[config.mk]
export PLATFORM = sky130hd
export DESIGN_NAME = clk_sel_ctrl
export DESIGN_NICKNAME = d
export VERILOG_FILES = /design/src/rtl/clk_sel_ctrl.sv
export SDC_FILE = /design/constraint.sdc
export NUM_CORES = 1
export LEC_CHECK = 0
export ABC_AREA = 1
export CAP_MARGIN = 30
export CORE_UTILIZATION = 59
export CTS_CLUSTER_DIAMETER = 100
export DETAILED_ROUTE_END_ITERATION = 6
export PLACE_DENSITY = 0.91
export SLEW_MARGIN = 20
export SYNTH_ARGS = -nofsm -noshare
export SYNTH_HDL_FRONTEND = slang
export SYNTH_SLANG_ARGS = --single-unit
[constraint.sdc]
create_clock -name clk_i -period 5.3 [get_ports clk_i]
set_input_delay 1.59 -clock clk_i [delete_from_list [all_inputs] [get_ports clk_i]]
set_output_delay 1.59 -clock clk_i [all_outputs]
set_load 0.01 [all_outputs]
[src/rtl/clk_sel_ctrl.sv]
`default_nettype none
// ============================================================================
//  Module      : clk_sel_ctrl
//  Description : Clock-source select controller for a downstream glitch-free
//                clock mux. Accepts switch requests, waits for the target PLL
//                to report lock, drives the registered select, holds for a
//                settle window, and fails over autonomously when the active
//                PLL loses lock while the other one is locked.
//  Revision    : 1.0 - initial release
// ============================================================================
module clk_sel_ctrl #(
    parameter int SYNC_STAGES   = 2,
    parameter int SETTLE_CYCLES = 16,
    parameter int LOCK_TIMEOUT  = 256,
    parameter int AUTO_FAILOVER = 1
) (
    input  logic clk_i,
    input  logic rst_i,
    input  logic req_valid_i,
    input  logic req_sel_i,
    output logic req_ready_o,
    input  logic pll_1_lock_i,
    input  logic pll_2_lock_i,
    output logic sel_o,
    output logic busy_o,
    output logic done_o,
    output logic err_o,
    output logic failover_o
);

    // Counter is shared by the lock wait and the settle window; it only ever
    // reaches (limit - 1), so sizing for CNT_MAX + 1 can never wrap.
    localparam int CNT_MAX = (SETTLE_CYCLES > LOCK_TIMEOUT) ? SETTLE_CYCLES : LOCK_TIMEOUT;
    localparam int CNT_W   = $clog2(CNT_MAX + 1);

    localparam logic [CNT_W-1:0] SETTLE_LAST  = CNT_W'(SETTLE_CYCLES - 1);
    localparam logic [CNT_W-1:0] TIMEOUT_LAST = CNT_W'(LOCK_TIMEOUT - 1);
    localparam logic [CNT_W-1:0] CNT_ONE      = CNT_W'(1);
    localparam logic             FAILOVER_EN  = (AUTO_FAILOVER != 0);

    typedef enum logic [2:0] {
        ST_IDLE      = 3'd0,
        ST_WAIT_LOCK = 3'd1,
        ST_SWITCH    = 3'd2,
        ST_DONE      = 3'd3,
        ST_ERR       = 3'd4
    } state_t;

    state_t                 state_q, state_d;
    logic                   sel_q, sel_d;
    logic                   target_q, target_d;
    logic [CNT_W-1:0]       cnt_q, cnt_d;
    logic                   done_q, done_d;
    logic                   err_q, err_d;
    logic                   failover_q, failover_d;
    logic [SYNC_STAGES-1:0] sync1_q, sync1_d;
    logic [SYNC_STAGES-1:0] sync2_q, sync2_d;

    logic lock1_s;
    logic lock2_s;
    logic active_lock;
    logic other_lock;
    logic target_lock;
    logic failover_trig;

    // Shift the raw lock levels into their synchronisers; last stage is the
    // only version of lock the control logic ever looks at.
    always_comb begin
        sync1_d = {sync1_q[SYNC_STAGES-2:0], pll_1_lock_i};
        sync2_d = {sync2_q[SYNC_STAGES-2:0], pll_2_lock_i};
    end

    assign lock1_s     = sync1_q[SYNC_STAGES-1];
    assign lock2_s     = sync2_q[SYNC_STAGES-1];
    assign active_lock = sel_q    ? lock2_s : lock1_s;
    assign other_lock  = sel_q    ? lock1_s : lock2_s;
    assign target_lock = target_q ? lock2_s : lock1_s;

    // Failover only fires from IDLE and only when there is a locked source
    // to move to; with both PLLs down the select is left where it is.
    assign failover_trig = FAILOVER_EN && (state_q == ST_IDLE) && !active_lock && other_lock;

    assign req_ready_o = (state_q == ST_IDLE) && !failover_trig;
    assign busy_o      = (state_q != ST_IDLE);
    assign sel_o       = sel_q;
    assign done_o      = done_q;
    assign err_o       = err_q;
    assign failover_o  = failover_q;

    // Next-state and next-output computation for the switch sequencer.
    always_comb begin
        state_d    = state_q;
        sel_d      = sel_q;
        target_d   = target_q;
        cnt_d      = cnt_q;
        done_d     = 1'b0;
        err_d      = 1'b0;
        failover_d = 1'b0;
        case (state_q)
            ST_IDLE: begin
                if (failover_trig) begin
                    // Select flips on the same edge we enter SWITCH.
                    state_d    = ST_SWITCH;
                    target_d   = ~sel_q;
                    sel_d      = ~sel_q;
                    cnt_d      = '0;
                    failover_d = 1'b1;
                end else if (req_valid_i) begin
                    target_d = req_sel_i;
                    if (req_sel_i == sel_q) begin
                        state_d = ST_DONE;
                        done_d  = 1'b1;
                    end else begin
                        state_d = ST_WAIT_LOCK;
                        cnt_d   = '0;
                    end
                end
            end
            ST_WAIT_LOCK: begin
                if (target_lock) begin
                    state_d = ST_SWITCH;
                    sel_d   = target_q;
                    cnt_d   = '0;
                end else if (cnt_q == TIMEOUT_LAST) begin
                    state_d = ST_ERR;
                    err_d   = 1'b1;
                end else begin
                    cnt_d = cnt_q + CNT_ONE;
                end
            end
            ST_SWITCH: begin
                // Lock inputs are deliberately not consulted here: once the
                // mux select has moved the settle window always runs out.
                if (cnt_q == SETTLE_LAST) begin
                    state_d = ST_DONE;
                    done_d  = 1'b1;
                end else begin
                    cnt_d = cnt_q + CNT_ONE;
                end
            end
            ST_DONE: state_d = ST_IDLE;
            ST_ERR:  state_d = ST_IDLE;
            default: state_d = ST_IDLE;
        endcase
    end

    // Sequencer state, registered status pulses and lock synchronisers.
    always_ff @(posedge clk_i) begin
        if (rst_i) begin
            state_q    <= ST_IDLE;
            sel_q      <= 1'b0;
            target_q   <= 1'b0;
            cnt_q      <= '0;
            done_q     <= 1'b0;
            err_q      <= 1'b0;
            failover_q <= 1'b0;
            sync1_q    <= '0;
            sync2_q    <= '0;
        end else begin
            state_q    <= state_d;
            sel_q      <= sel_d;
            target_q   <= target_d;
            cnt_q      <= cnt_d;
            done_q     <= done_d;
            err_q      <= err_d;
            failover_q <= failover_d;
            sync1_q    <= sync1_d;
            sync2_q    <= sync2_d;
        end
    end

endmodule
`default_nettype wire

After elaboration in Yosys (flattened, before gate mapping)
Index checks and enable logic that the tools add are counted.

word-level totals
  register bits after elaboration = 21
  output and inout bits = 6
  logic and storage cells = 71

cells by class
  $add $sub $neg = 1
  eq/ne operators = 13
  muxes and demuxes = 29
  bitwise logic cells = 3
  reduce and logical (&&, ||, !) cells = 16

operator list
  cell                 number
  $mux 9               6
  $pmux 9 s3           1
  $mux 3               5
  $mux 1               13
  $ne 3x3->1 const B   4
  $add 9x1->9 const B  1
  $eq 9x4->1 const B   1
  $eq 9x8->1 const B   1
  $pmux 3 s3           1
  $ne 2x2->1 const B   4
  $reduce_and 3->1     2
  $reduce_bool 3->1    2
  $reduce_and 5->1     1
  $pmux 1 s2           2
  $reduce_bool 2->1    2
  $eq 3x1->1 const B   1
  $eq 3x2->1 const B   1
  $logic_and 1x1->1    3
  $logic_not 3->1      1
  $not 1->1            3
  $reduce_or 3->1      1
  $logic_not 1->1      2
  $mux 2               1
  $reduce_and 2->1     1
  2 further kinds      2

Longest topological paths before layout
Gate-level depths: netlist of run 1.

  depth after elaboration = 6
  mapped depth = 15
  gate-level depth less buffers = 14

Worst setup path after synthesis of run 1
OpenSTA, ideal clock, no wires.

  path type = input -> register
  from = input req_sel_i
  to = register cnt_q[1]
  library setup time = 116 ps
  arrival = 2,350 ps
  required time = 5,184 ps
  slack = 2,834 ps
  stages = 8
  path through = xor2_1 nor2_1 nand2_2 nand2_2 nor2_2 buf_6 o21ai_0 nor2_1

on the way
  longest elaborated chain between the ends = 3

ends and longest elaborated chain
  what                        line  text
  start: declaration          20    input logic req_sel_i,
  $eq 1x1->1                  110   if (req_sel_i == sel_q) begin
  $ne 3x3->1 (no line)        n/a
  $reduce_and 5->1 (no line)  n/a
  end signal: assignment      163   cnt_q <= cnt_d;
  end: declaration            52    logic [CNT_W-1:0] cnt_q, cnt_d;

No other way between the ends.
A chain may end at the register's enable or synchronous reset.

Worst setup path in the final report of run 1
  from = register sync2_q[1]
  to = output req_ready_o

on the way
  longest elaborated chain between the ends = 6
  elaborated cells between the ends (all ways) = 7
  those cells by class = mux (2); reduce/logical (5)

ends and longest elaborated chain
  what                      line  text
  start: declaration        57    logic [SYNC_STAGES-1:0] sync2_q, sync2_d;
  start signal: assignment  168   sync2_q <= sync2_d;
  $mux 1                    75    assign active_lock = sel_q ? lock2_s : lock1_s;
  $logic_not 1->1           81    assign failover_trig = FAILOVER_EN && (state_q == ST_IDLE) && !active_lock && other_lock;
  $logic_and 1x1->1         81
  $logic_and 1x1->1 *       81
  $logic_not 1->1 *         83    assign req_ready_o = (state_q == ST_IDLE) && !failover_trig;
  $logic_and 1x1->1 *       83
  end: declaration          21    output logic req_ready_o,

Mark *: on every way between the ends. The rest lies on a longest branch, timed or not.

==> impl_metrics.env, run 1 <==
export IMPL_synth_common_cells="nand2_1 (35), nor2_1 (31), inv_1 (24)"
export IMPL_numCtsBuffers=3
export IMPL_ys_flop_type="dfxtp_1"
export IMPL_drt_pass1_iter_count=4
export IMPL_cp_top_family="buffers and inverters"
export IMPL_fp_dieArea_um2=2230
export IMPL_power_switching_share=0.459
export IMPL_vias_per_cell=5.43
export IMPL_syn_avg_cell_area_um2=6.81
export IMPL_start_kind="flip-flop"
export IMPL_maxCapViolations=0
export IMPL_crit_top_cell="nand2_1"
export IMPL_cts_resized=0
export IMPL_vias=1156
export IMPL_cts_tree="built"
export IMPL_hold_class="reg -> reg"
export IMPL_drc=0
export IMPL_crit_fanout=4
export IMPL_synth_edf_count=0
export IMPL_drive_gt1_frac=0.117
export IMPL_period_share=0.631
export IMPL_ir_drop_v=0.000354
export IMPL_syn_inst=177
export IMPL_routed_wl_um=2720
export IMPL_grt_pass1_vias=1036
export IMPL_skew_ns=0.00229
export IMPL_hold_buffers=0
export IMPL_worstPathCellList="inv_1 -> nand2_1 -> nand2_1 -> a21oi_4 -> clkdlybuf4s50_1"
export IMPL_ys_warn_count=0
export IMPL_power_frac_comb=0.526
export IMPL_end_kind="output pin"
export IMPL_dpl_hpwl_um=2080
export IMPL_grt_pass1_wl_um=4310
export IMPL_cp_num_buf_inv=2
export IMPL_setup_ws_ns=1.95
export IMPL_clk_pin_slew_ns=0.11
export IMPL_ant_nets=0
export IMPL_core_area_um2=1820
export IMPL_synth_top_area_cell="dfxtp_1"
export IMPL_reg2reg_to="cnt_q[1]"
export IMPL_rsz0062_at_grt="false"
export IMPL_finalNetCount=197
export IMPL_synth_area_um2=1210
export IMPL_synth_top_area_share=0.349
export IMPL_drt_iter0_drc=73
export IMPL_cts_sinks=21
export IMPL_die_y_um=47.2
export IMPL_die_w_um=47.2
export IMPL_diodes=0
export IMPL_postCtsSetupBuffers=0
export IMPL_cpPeakStageDelay_ns=0.59
export IMPL_fmax_ghz=0.299
export IMPL_tightest_slew_ns=0.538
export IMPL_p_leak_nw=0.605
export IMPL_synth_seq_cells=21
export IMPL_sequentialPowerShare=0.350
export IMPL_arrival_ns=1.76
export IMPL_yosys_cell_types_count=29
export IMPL_ys_seq_area_frac=0.349
export IMPL_area_delta_synth_final_pct=11.8
export IMPL_worstRegToRegCells=13
export IMPL_relSlewSlack=0.641
export IMPL_grt_use_total=0.280
export IMPL_num_rows=15
export IMPL_synthArstFlopShare=0
export IMPL_p_int_uw=333
export IMPL_wl_per_cell_um=12.8
export IMPL_final_instance_count_excl_fill=213
export IMPL_grt_overflow=0
export IMPL_synthTopCellsByArea="dfxtp_1 (35%), nand2_1 (11%), nor2_1 (9.6%), inv_1 (7.5%), nand3_1 (5.4%)"
export IMPL_start_util=0.663
export IMPL_finalPower_uw=616
export IMPL_hold_viol_final=0
export IMPL_tns_ns=0
export IMPL_ios=12
export IMPL_power_switching_uw=283
export IMPL_gp_congestion=0.921
export IMPL_critPathLaunch="sync2_q[1]"
export IMPL_placedCellCount=209
export IMPL_preCtsSetupSlack_ns=2.07
export IMPL_critical_path_class="reg -> out"
export IMPL_grt_antenna_before_repair=0
export IMPL_r2r_slack_ns=2.93
export IMPL_powerDensity_nw_per_um2=457
export IMPL_clk_path_buf_depth=2
export IMPL_period_minus_slack_ns=3.35
export IMPL_setup_viol=0
export IMPL_outcome="complete, no violations"
export IMPL_cp_required_ns=3.71
export IMPL_worst_path_max_delay_cell="clkdlybuf4s50_1"
export IMPL_clk_insertion_delay_late_ns=0.31
export IMPL_root_buffer="clkbuf_4"
export IMPL_p_clk_frac=0.125
export IMPL_io_buffer_count=11
export IMPL_cp_depth=5
export IMPL_h_tree_depth=1
export IMPL_syn_nets=185
export IMPL_yosys_cell_count_top_type="nand2_1"
export IMPL_final_max_slew_violation_count=0
export IMPL_r2r_start="cnt_q[0]"
export IMPL_grt_max_degree=13
export IMPL_crit_path_end="req_ready_o"
## final cells by class
class	count	area, µm²
multi-input cells	126	658
well taps	25	31.3
flip-flops and latches	21	420
clock buffers	4	26.3
inverters	26	103
repair buffers	11	110
fillers	150	472
## cell families after synthesis
logic type | Yosys count | synth area share
adder cells (fa/ha/maj) | 2 | 0.0207
flip-flops | 21 | 0.349
XOR/XNOR | 3 | 0.0218
buffers and inverters | 30 | 0.106
AND/OR/NAND/NOR | 97 | 0.372
AO/OA/AOI/OAI | 24 | 0.131
## power by group through the flow
stage	registers, mW	clock network [mW]	logic, mW
6_report	0.216	0.0767	0.324
5_1_grt	0.219	0.0853	0.356
4_1_cts	0.215	0.0789	0.320
3_5_place_dp	0.219	0	0.319
3_3_place_gp	0.216	0	0.302
2_1_floorplan	0.213	0	0.248
## routing by layer
metal | vias up | routed length [µm] | track usage
met3 | 13 | 143 | 0.0423
met4 | 0 | 70 | 0.160
li1 | 583 | - | -
met5 | - | 0 | 0
met1 | 520 | 1180 | 0.341
met2 | 40 | 1320 | 0.467
## through the flow
step	instance area (µm²)	hold WS, ns	utilization
5_1_grt	1350	0.439	0.741
3_3_place_gp	1320	0.394	0.726
3_5_place_dp	1320	0.398	0.726
6_report	1350	0.420	0.741
4_1_cts	1350	0.420	0.741
2_1_floorplan	1210	0.388	-
## sequential cells by signal, indices dropped and copies added, names as in the netlist
name	count
sync1_q	2
target_q	1
cnt_q	9
failover_o	1
sync2_q	2
err_o	1
done_o	1
state_q	3
sel_o	1
## cell usage in the layout (no fill, tap or decap), drive strengths merged
cell type / n
a21oi: 11
a31oi: 1
clkbuf: 4
clkdlybuf4s50: 11
clkinv: 1
dfxtp: 21
ha: 2
inv: 25
nand2: 43
nand3: 14
nand4: 3
nor2: 33
nor3: 3
o211ai: 2
o21ai: 7
o21bai: 2
o311ai: 1
or2: 1
xor2: 3
## worst register-to-register path: cells and delay by family, from the launching register on
family,cells,cell delay [ns]
AO/OA/AOI/OAI,1,0.18
adder cells (fa/ha/maj),2,0.40
flip-flops,1,0.35
AND/OR/NAND/NOR,10,1.37
## worst min path at each step
stage / from / to / slack [ns] / depth (start not counted)
2_1_floorplan: sync1_q[0] / sync1_q[1] / 0.39 / 2
3_3_place_gp: sync2_q[0] / sync2_q[1] / 0.39 / 2
3_5_place_dp: sync1_q[0] / sync1_q[1] / 0.40 / 2
4_1_cts: sync1_q[0] / sync1_q[1] / 0.42 / 2
5_1_grt: sync1_q[0] / sync1_q[1] / 0.44 / 2
6_report: sync1_q[0] / sync1_q[1] / 0.42 / 2
Power figures use the tool's default switching activity.
==> inputs of run 2 (changes only) <==
--- a/config.mk
+++ b/config.mk
@@ -7,10 +7,10 @@
 export LEC_CHECK = 0
 export ABC_AREA = 1
 export CAP_MARGIN = 30
-export CORE_UTILIZATION = 59
+export CORE_UTILIZATION = 55
 export CTS_CLUSTER_DIAMETER = 100
 export DETAILED_ROUTE_END_ITERATION = 6
-export PLACE_DENSITY = 0.91
+export PLACE_DENSITY = 0.86
 export SLEW_MARGIN = 20
 export SYNTH_ARGS = -nofsm -noshare
 export SYNTH_HDL_FRONTEND = slang
==> constraint.sdc (replaced) <==
create_clock -name clk_i -period 3.5 [get_ports clk_i]
set_input_delay 1.05 -clock clk_i [delete_from_list [all_inputs] [get_ports clk_i]]
set_output_delay 1.05 -clock clk_i [all_outputs]
set_load 0.01 [all_outputs]
==> impl_metrics.env, run 2 (synthesis gave the netlist of run 1 again) <==
export IMPL_outcome="complete, no violations"
export IMPL_drc=0
export IMPL_core_area_um2=2000
export IMPL_final_max_slew_violation_count=0
export IMPL_p_clk_frac=0.126
export IMPL_ir_drop_v=0.000415
export IMPL_fp_dieArea_um2=2380
export IMPL_worst_path_max_delay_cell="clkdlybuf4s50_1"
export IMPL_clk_insertion_delay_late_ns=0.31
export IMPL_numCtsBuffers=3
export IMPL_postCtsSetupBuffers=0
export IMPL_skew_ns=0.00721
export IMPL_hp_start="sync1_q[0]"
export IMPL_drt_pass1_iter_count=4
export IMPL_final_common_cell="nand2_1"
export IMPL_drt_iter0_drc=52
export IMPL_vias=1169
export IMPL_largest_register_ffs=9
export IMPL_cts_tree="built"
export IMPL_crit_top_cell="nand2_1"
export IMPL_period_share=0.796
export IMPL_dpl_hpwl_um=1910
export IMPL_h_tree_depth=1
export IMPL_cp_required_ns=2.45
export IMPL_clk_path_buf_depth=2
export IMPL_end_kind="output pin"
export IMPL_r2r_slack_ns=1.15
export IMPL_sequentialPowerShare=0.351
export IMPL_start_util=0.603
export IMPL_grt_overflow=0
export IMPL_hold_buffers=0
export IMPL_r2r_start="cnt_q[0]"
export IMPL_tightest_slew_ns=0.525
export IMPL_num_rows=16
export IMPL_maxCapViolations=0
export IMPL_arrival_ns=1.74
export IMPL_drive_gt1_frac=0.122
export IMPL_tns_ns=0
export IMPL_cts_resized=0
export IMPL_powerDensity_nw_per_um2=685
export IMPL_relSlewSlack=0.649
export IMPL_p_int_uw=504
export IMPL_p_leak_nw=0.608
export IMPL_setup_ws_ns=0.713
export IMPL_grt_antenna_before_repair=0
export IMPL_power_switching_share=0.456
export IMPL_grt_pass1_vias=1082
export IMPL_area_delta_synth_final_pct=12.1
export IMPL_root_buffer="clkbuf_4"
export IMPL_ant_nets=0
export IMPL_clk_pin_slew_ns=0.12
export IMPL_setup_viol=0
export IMPL_hold_depth=2
export IMPL_die_w_um=48.8
export IMPL_vias_per_cell=5.44
export IMPL_die_y_um=48.8
export IMPL_reg2reg_to="cnt_q[0]"
export IMPL_worstRegToRegCells=13
export IMPL_power_frac_comb=0.522
export IMPL_grt_use_total=0.241
export IMPL_grt_pass1_wl_um=4470
export IMPL_preCtsSetupSlack_ns=0.810
export IMPL_hold_viol_final=0
export IMPL_diodes=0
export IMPL_fmax_ghz=0.359
export IMPL_finalNetCount=197
export IMPL_hold_path_end="sync1_q[1]"
export IMPL_period_minus_slack_ns=2.79
export IMPL_critical_path_class="reg -> out"
export IMPL_cpPeakStageDelay_ns=0.55
export IMPL_grt_max_degree=13
export IMPL_rsz0062_at_grt="false"
export IMPL_wl_per_cell_um=12.0
export IMPL_gp_congestion=0.843
export IMPL_finalPower_uw=926
export IMPL_cts_sinks=21
export IMPL_worstPathCellList="inv_1 -> nand2_1 -> nand2_1 -> a21oi_4 -> clkdlybuf4s50_1"
export IMPL_power_switching_uw=423
export IMPL_start_kind="flip-flop"
export IMPL_hold_class="reg -> reg"
export IMPL_ios=12
export IMPL_crit_fanout=4
export IMPL_top_regs="cnt_q: 9 flops, state_q: 3 flops"
export IMPL_top_register="cnt_q"
export IMPL_routed_wl_um=2570
export IMPL_final_cell_mix="nand2_1 (35), nor2_1 (31), inv_1 (24)"
export IMPL_io_buffer_count=11
run 2: changes by cell type in the layout (fill, tap and decap cells not counted):
cell,before,now
clkbuf_1,1,0
clkinv_2,0,1
run 2: power by group through the flow:
stage               combinational, mW  sequential, mW  clock [mW]
floorplan                       0.375           0.322           0
global placement                0.459           0.328           0
detailed placement              0.477           0.330           0
CTS                             0.480           0.325       0.120
global route                    0.539           0.331       0.133
finish                          0.483           0.325       0.117
run 2: layout make-up:
cell class | count | area, µm²
clock buffers | 3 | 22.5
clock inverters | 1 | 5.00
well taps | 27 | 33.8
repair buffers | 11 | 110
flip-flops and latches | 21 | 420
multi-input cells | 126 | 658
fillers | 182 | 649
inverters | 26 | 103
run 2: worst max-delay path by stage:
stage | startpoint | endpoint | slack [ns] | depth (start not counted)
2_1_floorplan | req_sel_i | cnt_q[1] | 1.57 | 8
3_3_place_gp | req_sel_i | cnt_q[7] | 0.88 | 9
3_5_place_dp | req_sel_i | cnt_q[7] | 0.81 | 9
4_1_cts | sync2_q[1] | req_ready_o | 0.71 | 5
5_1_grt | sync2_q[1] | req_ready_o | 0.63 | 5
6_report | sync2_q[1] | req_ready_o | 0.71 | 5
run 2: per-stage QoR:
step / utilization / hold WS [ns] / instance area [µm²] / cells
after floorplan: - / 0.388 / 1210 / 177
after global placement: 0.662 / 0.392 / 1330 / 211
after detailed placement: 0.662 / 0.402 / 1330 / 211
after CTS: 0.676 / 0.419 / 1350 / 215
after global routing: 0.676 / 0.445 / 1350 / 215
final: 0.676 / 0.416 / 1350 / 215
run 2: critical path: cells and delay by family, from the launching register on:
family,cells,cell delay [ns]
buffers and inverters,2,0.60
DFF,1,0.37
AOI/OAI and AO/OA,1,0.22
and+or+nand+nor,2,0.23
run 2: routing by layer:
metal | wire (µm) | track usage
met5 | 0 | 0
met4 | 43 | 0.0833
met3 | 200 | 0.0498
met2 | 1220 | 0.407
met1 | 1110 | 0.305
==> inputs of run 3 (changes only) <==
==> constraint.sdc (replaced) <==
create_clock -name clk_i -period 2.61 [get_ports clk_i]
set_input_delay 0.783 -clock clk_i [delete_from_list [all_inputs] [get_ports clk_i]]
set_output_delay 0.783 -clock clk_i [all_outputs]
set_load 0.01 [all_outputs]
==> impl_metrics.env, run 3 (synthesis gave the netlist of run 1 again) <==
export IMPL_outcome="complete, no violations"
export IMPL_hp_start="sync1_q[0]"
export IMPL_crit_fanout=4
export IMPL_setup_ws_ns=0.104
export IMPL_cts_tree="built"
export IMPL_final_common_cell="nand2_1"
export IMPL_largest_register_ffs=9
export IMPL_ir_drop_v=0.000608
export IMPL_grt_pass1_vias=1067
export IMPL_hold_viol_final=0
export IMPL_area_delta_synth_final_pct=12.7
export IMPL_root_buffer="clkbuf_4"
export IMPL_cts_sinks=21
export IMPL_diodes=0
export IMPL_r2r_start="cnt_q[0]"
export IMPL_h_tree_depth=1
export IMPL_fmax_ghz=0.399
export IMPL_ios=12
export IMPL_cts_resized=0
export IMPL_clk_path_buf_depth=2
export IMPL_worstRegToRegCells=13
export IMPL_final_max_slew_violation_count=0
export IMPL_postCtsSetupBuffers=0
export IMPL_dpl_hpwl_um=1890
export IMPL_final_cell_mix="nand2_1 (35), nor2_1 (31), inv_1 (24)"
export IMPL_grt_pass1_wl_um=4280
export IMPL_drt_pass1_iter_count=4
export IMPL_relSlewSlack=0.652
export IMPL_tightest_slew_ns=0.521
export IMPL_wl_per_cell_um=11.7
export IMPL_drt_iter0_drc=50
export IMPL_clk_insertion_delay_late_ns=0.30
export IMPL_die_y_um=48.8
export IMPL_critical_path_class="reg -> out"
export IMPL_fillers=171
export IMPL_gp_congestion=0.856
export IMPL_grt_use_total=0.229
export IMPL_hold_buffers=0
export IMPL_routed_wl_um=2520
export IMPL_start_kind="flip-flop"
export IMPL_critPathLaunch="sync2_q[1]"
export IMPL_io_buffer_count=11
export IMPL_core_area_um2=2000
export IMPL_finalNetCount=198
export IMPL_arrival_ns=1.72
export IMPL_rsz0062_at_grt="false"
export IMPL_vias=1143
export IMPL_end_kind="output pin"
export IMPL_grt_overflow=0
export IMPL_period_share=0.960
export IMPL_cp_required_ns=1.83
export IMPL_crit_top_cell="nand2_1"
export IMPL_top_regs="cnt_q: 9 flops, state_q: 3 flops"
export IMPL_maxCapViolations=0
export IMPL_p_leak_nw=0.610
export IMPL_period_minus_slack_ns=2.51
export IMPL_drive_gt1_frac=0.122
export IMPL_num_rows=16
export IMPL_preCtsSetupSlack_ns=0.203
export IMPL_vias_per_cell=5.29
export IMPL_fin_util=0.679
export IMPL_worstPathCellList="inv_1 -> nand2_1 -> nand2_1 -> a21oi_4 -> clkdlybuf4s50_1"
export IMPL_clk_pin_slew_ns=0.12
export IMPL_cpPeakStageDelay_ns=0.56
export IMPL_grt_antenna_before_repair=0
export IMPL_top_register="cnt_q"
export IMPL_skew_ns=0.00576
export IMPL_start_util=0.603
export IMPL_fp_dieArea_um2=2380
export IMPL_drc=0
export IMPL_worst_path_max_delay_cell="clkdlybuf4s50_1"
export IMPL_die_w_um=48.8
export IMPL_powerDensity_nw_per_um2=914
export IMPL_numCtsBuffers=3
export IMPL_tns_ns=0
export IMPL_hold_depth=2
export IMPL_hold_class="reg -> reg"
export IMPL_grt_max_degree=13
export IMPL_ant_nets=0
export IMPL_setup_viol=0
run 3: changes by cell type in the layout (fill, tap and decap cells not counted), sizes merged:
cell,previous run,this run
clkinv,2,1
clkbuf,3,4
buf,0,1
run 3: power by group:
group / leakage (nW) / internal (mW) / switching (mW) / total, mW
Clock: 0.0150 / 0.0596 / 0.0988 / 0.158
Combinational: 0.423 / 0.235 / 0.410 / 0.645
Sequential: 0.172 / 0.382 / 0.0564 / 0.439
Total: 0.610 / 0.677 / 0.565 / 1.24
run 3: worst max-delay path: cells and delay by family, from the launching register on:
kind	cells	cell delay, ns
buf+inv	2	0.61
flops	1	0.37
compound gates	1	0.22
simple gates	2	0.21
run 3: cell type report:
type | instances | area, µm² | area share
inverters | 26 | 103 | 0.0755
flip-flops and latches | 21 | 420 | 0.309
multi-input cells | 126 | 658 | 0.484
clock buffers | 4 | 26.3 | 0.0193
well taps | 27 | 33.8 | 0.0249
repair buffers | 12 | 118 | 0.0866
run 3: routing by layer:
layer  global-route usage  wire length [µm]  up-vias
met5                    0                 0        -
met4               0.0784                27        0
met3               0.0374               100        6
met2                0.391              1170       37
met1                0.292              1220      511
li1                     -                 -      589
run 3: path summary, 6_finish.rpt:
kind | endpoint | slack (ns)
worst max-delay path | req_ready_o | 0.10
worst min-delay path | sync1_q[1] | 0.41
worst max register to register | cnt_q[8] | 0.33
worst min register to register | sync1_q[1] | 0.41
run 3: per-stage QoR:
stage | cell area (µm²) | hold WS, ns | total power [mW] | std cells
after global placement | 1330 | 0.393 | 1.05 | 212
after detailed placement | 1330 | 0.399 | 1.08 | 212
after CTS | 1360 | 0.416 | 1.24 | 216
final | 1360 | 0.414 | 1.24 | 216
after global routing | 1360 | 0.443 | 1.33 | 216
after floorplan | 1210 | 0.388 | 0.935 | 177
